[src/rtl/tdc_capture_decoder.sv]
`default_nettype none
// +-----------------------------------------------------------------------------+
// | tdc_capture_decoder: delay-line tap sampler, popcount decode, mean/min/max  |
// | Revision: 1.0                                                               |
// +-----------------------------------------------------------------------------+
module tdc_capture_decoder #(
  parameter int N_TAPS       = 16,
  parameter int LOG2_SAMPLES = 2
) (
  input  logic              clk,
  input  logic              rst,
  input  logic [N_TAPS-1:0] taps,
  input  logic              start,
  input  logic              out_ready,
  output logic              busy,
  output logic              result_valid,
  output logic [7:0]        mean,
  output logic [7:0]        min_cnt,
  output logic [7:0]        max_cnt,
  output logic              sat,
  output logic              empty
);

  localparam int CNT_W = (LOG2_SAMPLES > 0) ? LOG2_SAMPLES : 1;
  localparam int ACC_W = 8 + LOG2_SAMPLES;
  localparam int POP_W = $clog2(N_TAPS + 1);
  localparam logic [CNT_W-1:0] LAST_SAMPLE = CNT_W'((1 << LOG2_SAMPLES) - 1);

  typedef enum logic [1:0] {
    IDLE   = 2'd0,
    SETTLE = 2'd1,
    ACCUM  = 2'd2,
    DONE   = 2'd3
  } state_t;

  state_t state_q, state_d;

  logic [N_TAPS-1:0] cap1_q, cap2_q;
  logic              settle_q;
  logic [CNT_W-1:0]  sample_q;
  logic [ACC_W-1:0]  acc_q;
  logic [7:0]        min_q, max_q;
  logic              sat_acc_q, empty_acc_q;

  logic [7:0]        mean_q, min_cnt_q, max_cnt_q;
  logic              sat_q, empty_q;

  logic [POP_W-1:0]  pop;
  logic [7:0]        count;
  logic [ACC_W-1:0]  acc_d;
  logic [7:0]        min_d, max_d;
  logic              sat_d, empty_d;
  logic              last_sample;

  // Popcount rather than first-zero search so bubbles in the thermometer code
  // still yield a sensible tap count.
  always_comb begin
    pop = '0;
    for (int i = 0; i < N_TAPS; i++) begin
      pop = pop + POP_W'(cap2_q[i]);
    end
  end

  assign count       = 8'(pop);
  assign acc_d       = acc_q + ACC_W'(count);
  assign min_d       = (count < min_q) ? count : min_q;
  assign max_d       = (count > max_q) ? count : max_q;
  assign sat_d       = sat_acc_q | (&cap2_q);
  assign empty_d     = empty_acc_q | ~(|cap2_q);
  assign last_sample = (sample_q == LAST_SAMPLE);

  always_ff @(posedge clk) begin
    if (rst) begin
      state_q <= IDLE;
    end else begin
      state_q <= state_d;
    end
  end

  always_comb begin
    state_d      = state_q;
    busy         = 1'b0;
    result_valid = 1'b0;
    case (state_q)
      IDLE: begin
        if (start) state_d = SETTLE;
      end
      SETTLE: begin
        busy = 1'b1;
        if (settle_q) state_d = ACCUM;
      end
      ACCUM: begin
        busy = 1'b1;
        if (last_sample) state_d = DONE;
      end
      DONE: begin
        result_valid = 1'b1;
        if (out_ready) state_d = IDLE;
      end
      default: state_d = IDLE;
    endcase
  end

  always_ff @(posedge clk) begin
    if (rst) begin
      cap1_q      <= '0;
      cap2_q      <= '0;
      settle_q    <= 1'b0;
      sample_q    <= '0;
      acc_q       <= '0;
      min_q       <= '0;
      max_q       <= '0;
      sat_acc_q   <= 1'b0;
      empty_acc_q <= 1'b0;
      mean_q      <= '0;
      min_cnt_q   <= '0;
      max_cnt_q   <= '0;
      sat_q       <= 1'b0;
      empty_q     <= 1'b0;
    end else begin
      cap1_q <= taps;
      cap2_q <= cap1_q;
      case (state_q)
        IDLE: begin
          if (start) begin
            settle_q    <= 1'b0;
            sample_q    <= '0;
            acc_q       <= '0;
            min_q       <= 8'hFF;
            max_q       <= 8'h00;
            sat_acc_q   <= 1'b0;
            empty_acc_q <= 1'b0;
          end
        end
        SETTLE: begin
          settle_q <= ~settle_q;
        end
        ACCUM: begin
          acc_q       <= acc_d;
          min_q       <= min_d;
          max_q       <= max_d;
          sat_acc_q   <= sat_d;
          empty_acc_q <= empty_d;
          sample_q    <= last_sample ? '0 : sample_q + CNT_W'(1);
          // Result registers load from the final-sample next values so they
          // are already settled on the first DONE cycle.
          if (last_sample) begin
            mean_q    <= 8'(acc_d >> LOG2_SAMPLES);
            min_cnt_q <= min_d;
            max_cnt_q <= max_d;
            sat_q     <= sat_d;
            empty_q   <= empty_d;
          end
        end
        default: ;
      endcase
    end
  end

  assign mean    = mean_q;
  assign min_cnt = min_cnt_q;
  assign max_cnt = max_cnt_q;
  assign sat     = sat_q;
  assign empty   = empty_q;

endmodule
`default_nettype wire

[config.mk]
export PLATFORM = sky130hd
export DESIGN_NAME = tdc_capture_decoder
export DESIGN_NICKNAME = d
export VERILOG_FILES = /design/src/rtl/tdc_capture_decoder.sv
export SDC_FILE = /design/constraint.sdc
export NUM_CORES = 1
export LEC_CHECK = 0
export ABC_AREA = 1
export CAP_MARGIN = 20
export CORE_MARGIN = 2
export CORE_UTILIZATION = 45
export CTS_CLUSTER_SIZE = 20
export DETAILED_ROUTE_END_ITERATION = 6
export HOLD_SLACK_MARGIN = 0.12
export PLACE_DENSITY = 0.69
export SKIP_LAST_GASP = 1
export SYNTH_ARGS = -nofsm -noshare
export SYNTH_HDL_FRONTEND = slang
export SYNTH_SLANG_ARGS = --single-unit
[constraint.sdc]
create_clock -name clk -period 6.05 [get_ports clk]
set_input_delay 1.815 -clock clk [delete_from_list [all_inputs] [get_ports clk]]
set_output_delay 1.815 -clock clk [all_outputs]
set_load 0.01 [all_outputs]
# Word level (Yosys, flattened, before mapping)
# Index checks and enable logic that the tools add are counted.
dict set report totals {
  register_bits 91
  out_inout_bits 28
  word_cells 78
}
dict set report classes {
  addsub 17
  magnitude_cmp 2
  n_eq_ne 8
  mux 22
  n_bitwise 4
  reduce_logical 10
}
# op count
set ops {}
lappend ops {{5-bit by 1-bit adder with 5-bit output} 11}
lappend ops {{8-bit 2-to-1 mux} 4}
lappend ops {{8-bit case mux with 2 select lines} 2}
lappend ops {{10-bit case mux with 2 select lines} 1}
lappend ops {{16-bit AND reduction} 1}
lappend ops {{16-bit OR reduction} 1}
lappend ops {{2-bit 2-to-1 mux} 6}
lappend ops {{10-bit by 5-bit adder with 10-bit output} 1}
lappend ops {{10-bit 2-to-1 mux} 1}
lappend ops {{5-bit by 8-bit > comparator with 1-bit output} 1}
lappend ops {{5-bit by 8-bit < comparator with 1-bit output} 1}
lappend ops {{2-bit != test (second input constant)} 4}
lappend ops {{2-bit case mux with 4 select lines} 1}
lappend ops {{2-bit equality test (second input constant)} 3}
lappend ops {{1-bit case mux with 2 select lines} 3}
lappend ops {{2-bit AND reduction} 3}
lappend ops {{4-bit by 1-bit adder with 5-bit output} 1}
lappend ops {{3-bit by 1-bit adder with 4-bit output} 1}
lappend ops {{2-bit case mux with 2 select lines} 1}
lappend ops {{4-bit AND reduction} 1}
lappend ops {{2-bit nonzero test} 2}
lappend ops {{2-bit by 1-bit adder with 3-bit output} 1}
lappend ops {{1-bit 2-to-1 mux} 3}
lappend ops {{1-bit by 1-bit adder with 2-bit output} 1}
lappend ops {{other kinds (6)} 8}

# Depth between registers and ports, before layout
dict set report logic_depth {
  word_depth 18
  ltp_mapped 27
  ltp_nobuf 27
}

# Worst setup path before layout
# Ideal clock, no wire load.
dict set report synth_timing {
  path_kind {flip-flop to flip-flop}
  from {register cap2_q[0]}
  to {register max_q[0]}
  setup_time_ns 0.070
  arrival_time_ns 4.331
  required_ns 5.980
  slack_ns 1.648
  path_stages_with_launch 21
  path_buffers 0
  period_less_slack_ns 4.402
  cell_sequence {dfxtp_1 > inv_1 > fa_1 > fa_1 > fa_1 > fa_1 > inv_1 > ha_1 > fa_1 > nand2_1 > inv_1 > o21ai_0 > inv_1 > ha_1 > nand2_1 > inv_1 > a31oi_2 > nand2_2 > nand2_1 > nand3_1 > a21oi_1}
}
dict set report synth_between {
  elab_chain_cells 18
}
# element line
set synth_lines {}
lappend synth_lines {{start, declared} 38} ;# logic [N_TAPS-1:0] cap1_q, cap2_q;
lappend synth_lines {{start signal, assigned} 122} ;# cap2_q <= cap1_q;
lappend synth_lines {{1-bit by 1-bit adder with 2-bit output (*)} 60} ;# pop = pop + POP_W'(cap2_q[i]);
lappend synth_lines {{2-bit by 1-bit adder with 3-bit output (*)} 60}
lappend synth_lines {{3-bit by 1-bit adder with 4-bit output (*)} 60}
lappend synth_lines {{4-bit by 1-bit adder with 5-bit output (*)} 60}
lappend synth_lines {{5-bit by 1-bit adder with 5-bit output (*) (11 in series)} 60}
lappend synth_lines {{5-bit by 8-bit > comparator with 1-bit output} 67} ;# assign max_d = (count > max_q) ? count : max_q;
lappend synth_lines {{8-bit 2-to-1 mux (*)} 67}
lappend synth_lines {{8-bit case mux with 2 select lines (*)} 123} ;# case (state_q)
lappend synth_lines {{end signal, assigned} 141} ;# max_q <= max_d;
lappend synth_lines {{end, declared} 42} ;# logic [7:0] min_q, max_q;
# Every way passes the cells marked *; elsewhere a longest branch is shown, timed or not.
# A chain may end at the register's enable or synchronous reset.

# Worst setup path after layout
dict set report layout_timing {
  from {register cap2_q[0]}
  to {register max_q[1]}
}
# Same word-level chain as after synthesis.

==> results.txt <==
* Outcome: finished clean
- Mean Syn Cell Area: 7.35 µm²
- In this run, distinct cell masters in the synthesized netlist total 31.
- After synthesis, flip-flops and latches occupy 41.2% of the total area.
- Minimum clock period: 4940 ps
- Count of pins on the block boundary: 48
- STA classifies the critical path startpoint as a flop.
* Synthesized-area fraction occupied by ao, oa, aoi and oai cells: 8.38%
- Hold slack final: 404 ps
- In the post-route analysis, the smallest setup slack over all paths is 1110 ps.
- Vias after detailed routing: 3618
- Kind of critical path: flop to flop
- In this run the clock root is driven by a clkbuf_8.
- For this design, the CTS-stage hold fixing added 0 buffers.
* Overall Global Routing Usage: 16.6%
- By area, the combinational part of the netlist is dominated by simple AND/OR/NAND/NOR gates.
* Hold wc startpoint: cap1_q[13]
* Number of warnings printed during yosys synthesis: 0
- Setup violators final: 0
- Total wire length after detailed routing: 8.23 mm
- Area grow syn2layout: 17.2%
- Post-DR wirelength/cell: 10.6 µm
- Once detail routing completed, the nets flagged for antenna violations numbered 0.
* Pin count of the biggest net entering global routing: 71
* Final cycle utilization of the critical path: 81.7%
* Final-layout setup total negative slack: 0 ps
- For the final database, setup skew stands at 6.15 ps.
- The design draws 1.77 mW.
- Non-filler instance count after layout: 778
- Die H: 103 µm
* Area enclosed by the die boundary: 10600 µm²
- Walking the worst path, the cells encountered are inv_1, fa_1, fa_1, fa_1, fa_1, inv_1, ha_1, fa_1, nand2_1, inv_1, o21ai_0, inv_1, ha_1, nand2_1, inv_1, a31oi_2, nand2_2, nand2_1, nand3_1, a21oi_1.
* Simple-gate area share of the yosys netlist: 23.7%
* Global route total overflow: 0
- Along the worst path, the maximum fanout reaches 6.
- The core region is 9640 µm².
* Ratio of routed vias to standard cells: 4.65
- The startpoint identified for the worst register-to-register timing path is cap2_q[0].
* Power density cells: 341 nW/µm²
- Summing every instance area after synthesis gives 4420 µm².
- Measured against the total synthesized area, the mux share comes to 0%.
- Initial antenna violation count: 0
- The worst-case IR drop observed on VDD is 0.000175 V.
* Clock-pin slew reported for the worst setup and hold paths after clock tree synthesis: 90 ps
* Post-placement cell count: 763
- TritonCTS built the clock tree.
- Synthesized netlist cell count: 601
- At the placement stage, the worst setup path has a slack of 1140 ps.
- The post-route netlist has 4.96% of its cells at a drive strength greater than 1.
- Initial core utilization: 45.8%
* Final cell area excluding filler cells: 5180 µm²
* Arrival time reported for the critical path endpoint: 5240 ps
* Clock buffers created by TritonCTS: 9
* Leakage Power: 2.50 nW
- The clock reaches the later pin of the worst-skew pair after 370 ps.
- After Yosys synthesis, full adders, half adders and majority gates account for 12.3% of the synthesized area.
* Worst slew margin: 53.3%
- Final estimated routing congestion in global placement: 0.811
* Via count of the first global-routing pass: 3227
* Nets@finish: 698
- Post CTS Setup Buffer Count: 0
- Across the run, the number of max-cap violations was 0.
- Type of the worst min-delay path: flop to flop
* Number of DRC markers after the initial detailed-route iteration: 99
- DRC viols: 0
- The tree built by TritonCTS fans out to 91 sinks.
* Util after Layout: 53.7%
* H-tree depth reported by CTS: 3
* Critical path data required time: 6350 ps
- Flip-flop and latch count after synthesis: 91
- The synthesized netlist devotes 0.991% of its cell area to XOR and XNOR gates.
* # diodes: 0
- Nets in the synthesized netlist: 658
- Before antenna repair, the detailed router went through 4 iterations.
- The final-report max-slew violation count came to 0.
- Port bufs: 47
- Standard-cell rows: 36
- The largest individual stage delay along the critical path comes from the cell fa_1.
- At the pin with the least slew margin, the transition time is 700 ps.
- The clock passes through at most 2 buffers.
- Critical Path Sink Type: flop
* Chip width: 103 µm
- Maximum single-stage delay on the critical path: 560 ps
* Detailed placer's ending HPWL: 5.89 mm
- The first global-routing pass estimated 13.8 mm of wire.
* DP Area: 4960 µm²
- The most critical setup path has its startpoint at cap2_q[0].
- Unrepaired setup endpoints after global routing: false
- The hold violation total from the final report came to 0.
* Maximum clock rate: 202 MHz
- Resized cells post-CTS: 0
## worst paths after layout
kind,endpoint,depth (start not counted),slack (ps)
worst max-delay path,max_q[1],20,1110
worst min-delay path,cap2_q[13],2,400
worst max register to register,max_q[1],20,1110
worst min register to register,cap2_q[13],2,400
## power breakdown
part / switching (mW) / internal (mW) / total (mW)
clock network: 0.220 / 0.232 / 0.451
registers: 0.0320 / 0.654 / 0.686
logic: 0.416 / 0.214 / 0.630
total: 0.667 / 1.10 / 1.77
## placed cells by master (no fill, tap or decap), drive strengths merged, types with 5 or more instances in the layout
cell,Yosys,layout
dfxtp,91,91
nor2,82,82
inv,132,133
ha,26,26
nand2,115,115
clkbuf,6,9
clkdlybuf4s50,0,46
nand4,5,5
nand3,41,41
o21ai,22,22
fa,11,11
a21oi,35,35
## critical path: cells and delay by family (launching register included)
kind                       cells  cell delay [ps]
buffers and inverters          5              410
AOI/OAI and AO/OA              3              760
and+or+nand+nor                5              470
DFF                            1              340
adders and majority gates      7             2880
## routing by layer
metal  wire length, µm  vias to the layer above  share of wire, %  GRT usage, %
met3               367                       12               4.5          4.47
met5                 0                        -                 0             0
met1              3750                     1640                46          19.3
met4               146                        0               1.8          5.77
li1                  -                     1905                 -             -
met2              3970                       61                48          29.4
## logic make-up (layout without fill, tap and decap cells)
group,Yosys count,in the layout
simple gates,253,253
buf+inv,151,195
flops,91,91
compound gates,64,64
fa+ha+maj,37,37
xor+xnor,5,5
## layout make-up
type                       count  area (µm²)
clock buffer                   9         124
inverter                     132         495
multi-input combinational    359        2010
timing repair buffer          48         473
tap                          133         166
fill                         973        4460
clock inverter                 6        90.1
sequential                    91        1820
## registers in the layout, summed over array words and instances (netlist names), 2 cells and up
signal / count
state_q: 2
max_q: 8
min_cnt: 8
sample_q: 2
max_cnt: 8
acc_q: 10
cap1_q: 16
min_q: 8
cap2_q: 16
mean: 8
## Yosys cell counts
cell	number	area share, %
inv_1	126	11
nand2_1	112	9.5
dfxtp_1	91	41
nor2_1	82	7.0
nand3_1	41	4.6
a21oi_1	33	3.7
ha_1	26	7.4
o21ai_0	17	1.9
fa_1	11	5.0
buf_2	9	1.0
clkbuf_1	6	0.51
inv_2	6	0.51
nand4_1	5	0.71
o211ai_1	4	0.68
o21ai_1	4	0.45
xor2_1	4	0.79
nand2_2	3	0.42
nor3_1	3	0.34
nor4_1	3	0.42
a21oi_2	2	0.40
buf_1	2	0.17
or2_1	2	0.28
a31oi_2	1	0.28
buf_4	1	0.17
buf_6	1	0.25
nand3b_1	1	0.17
nor3_2	1	0.23
o2111ai_2	1	0.34
o21ai_4	1	0.37
o31a_1	1	0.20
xnor2_1	1	0.20
Note: power is estimated with default switching activity, not from simulation.
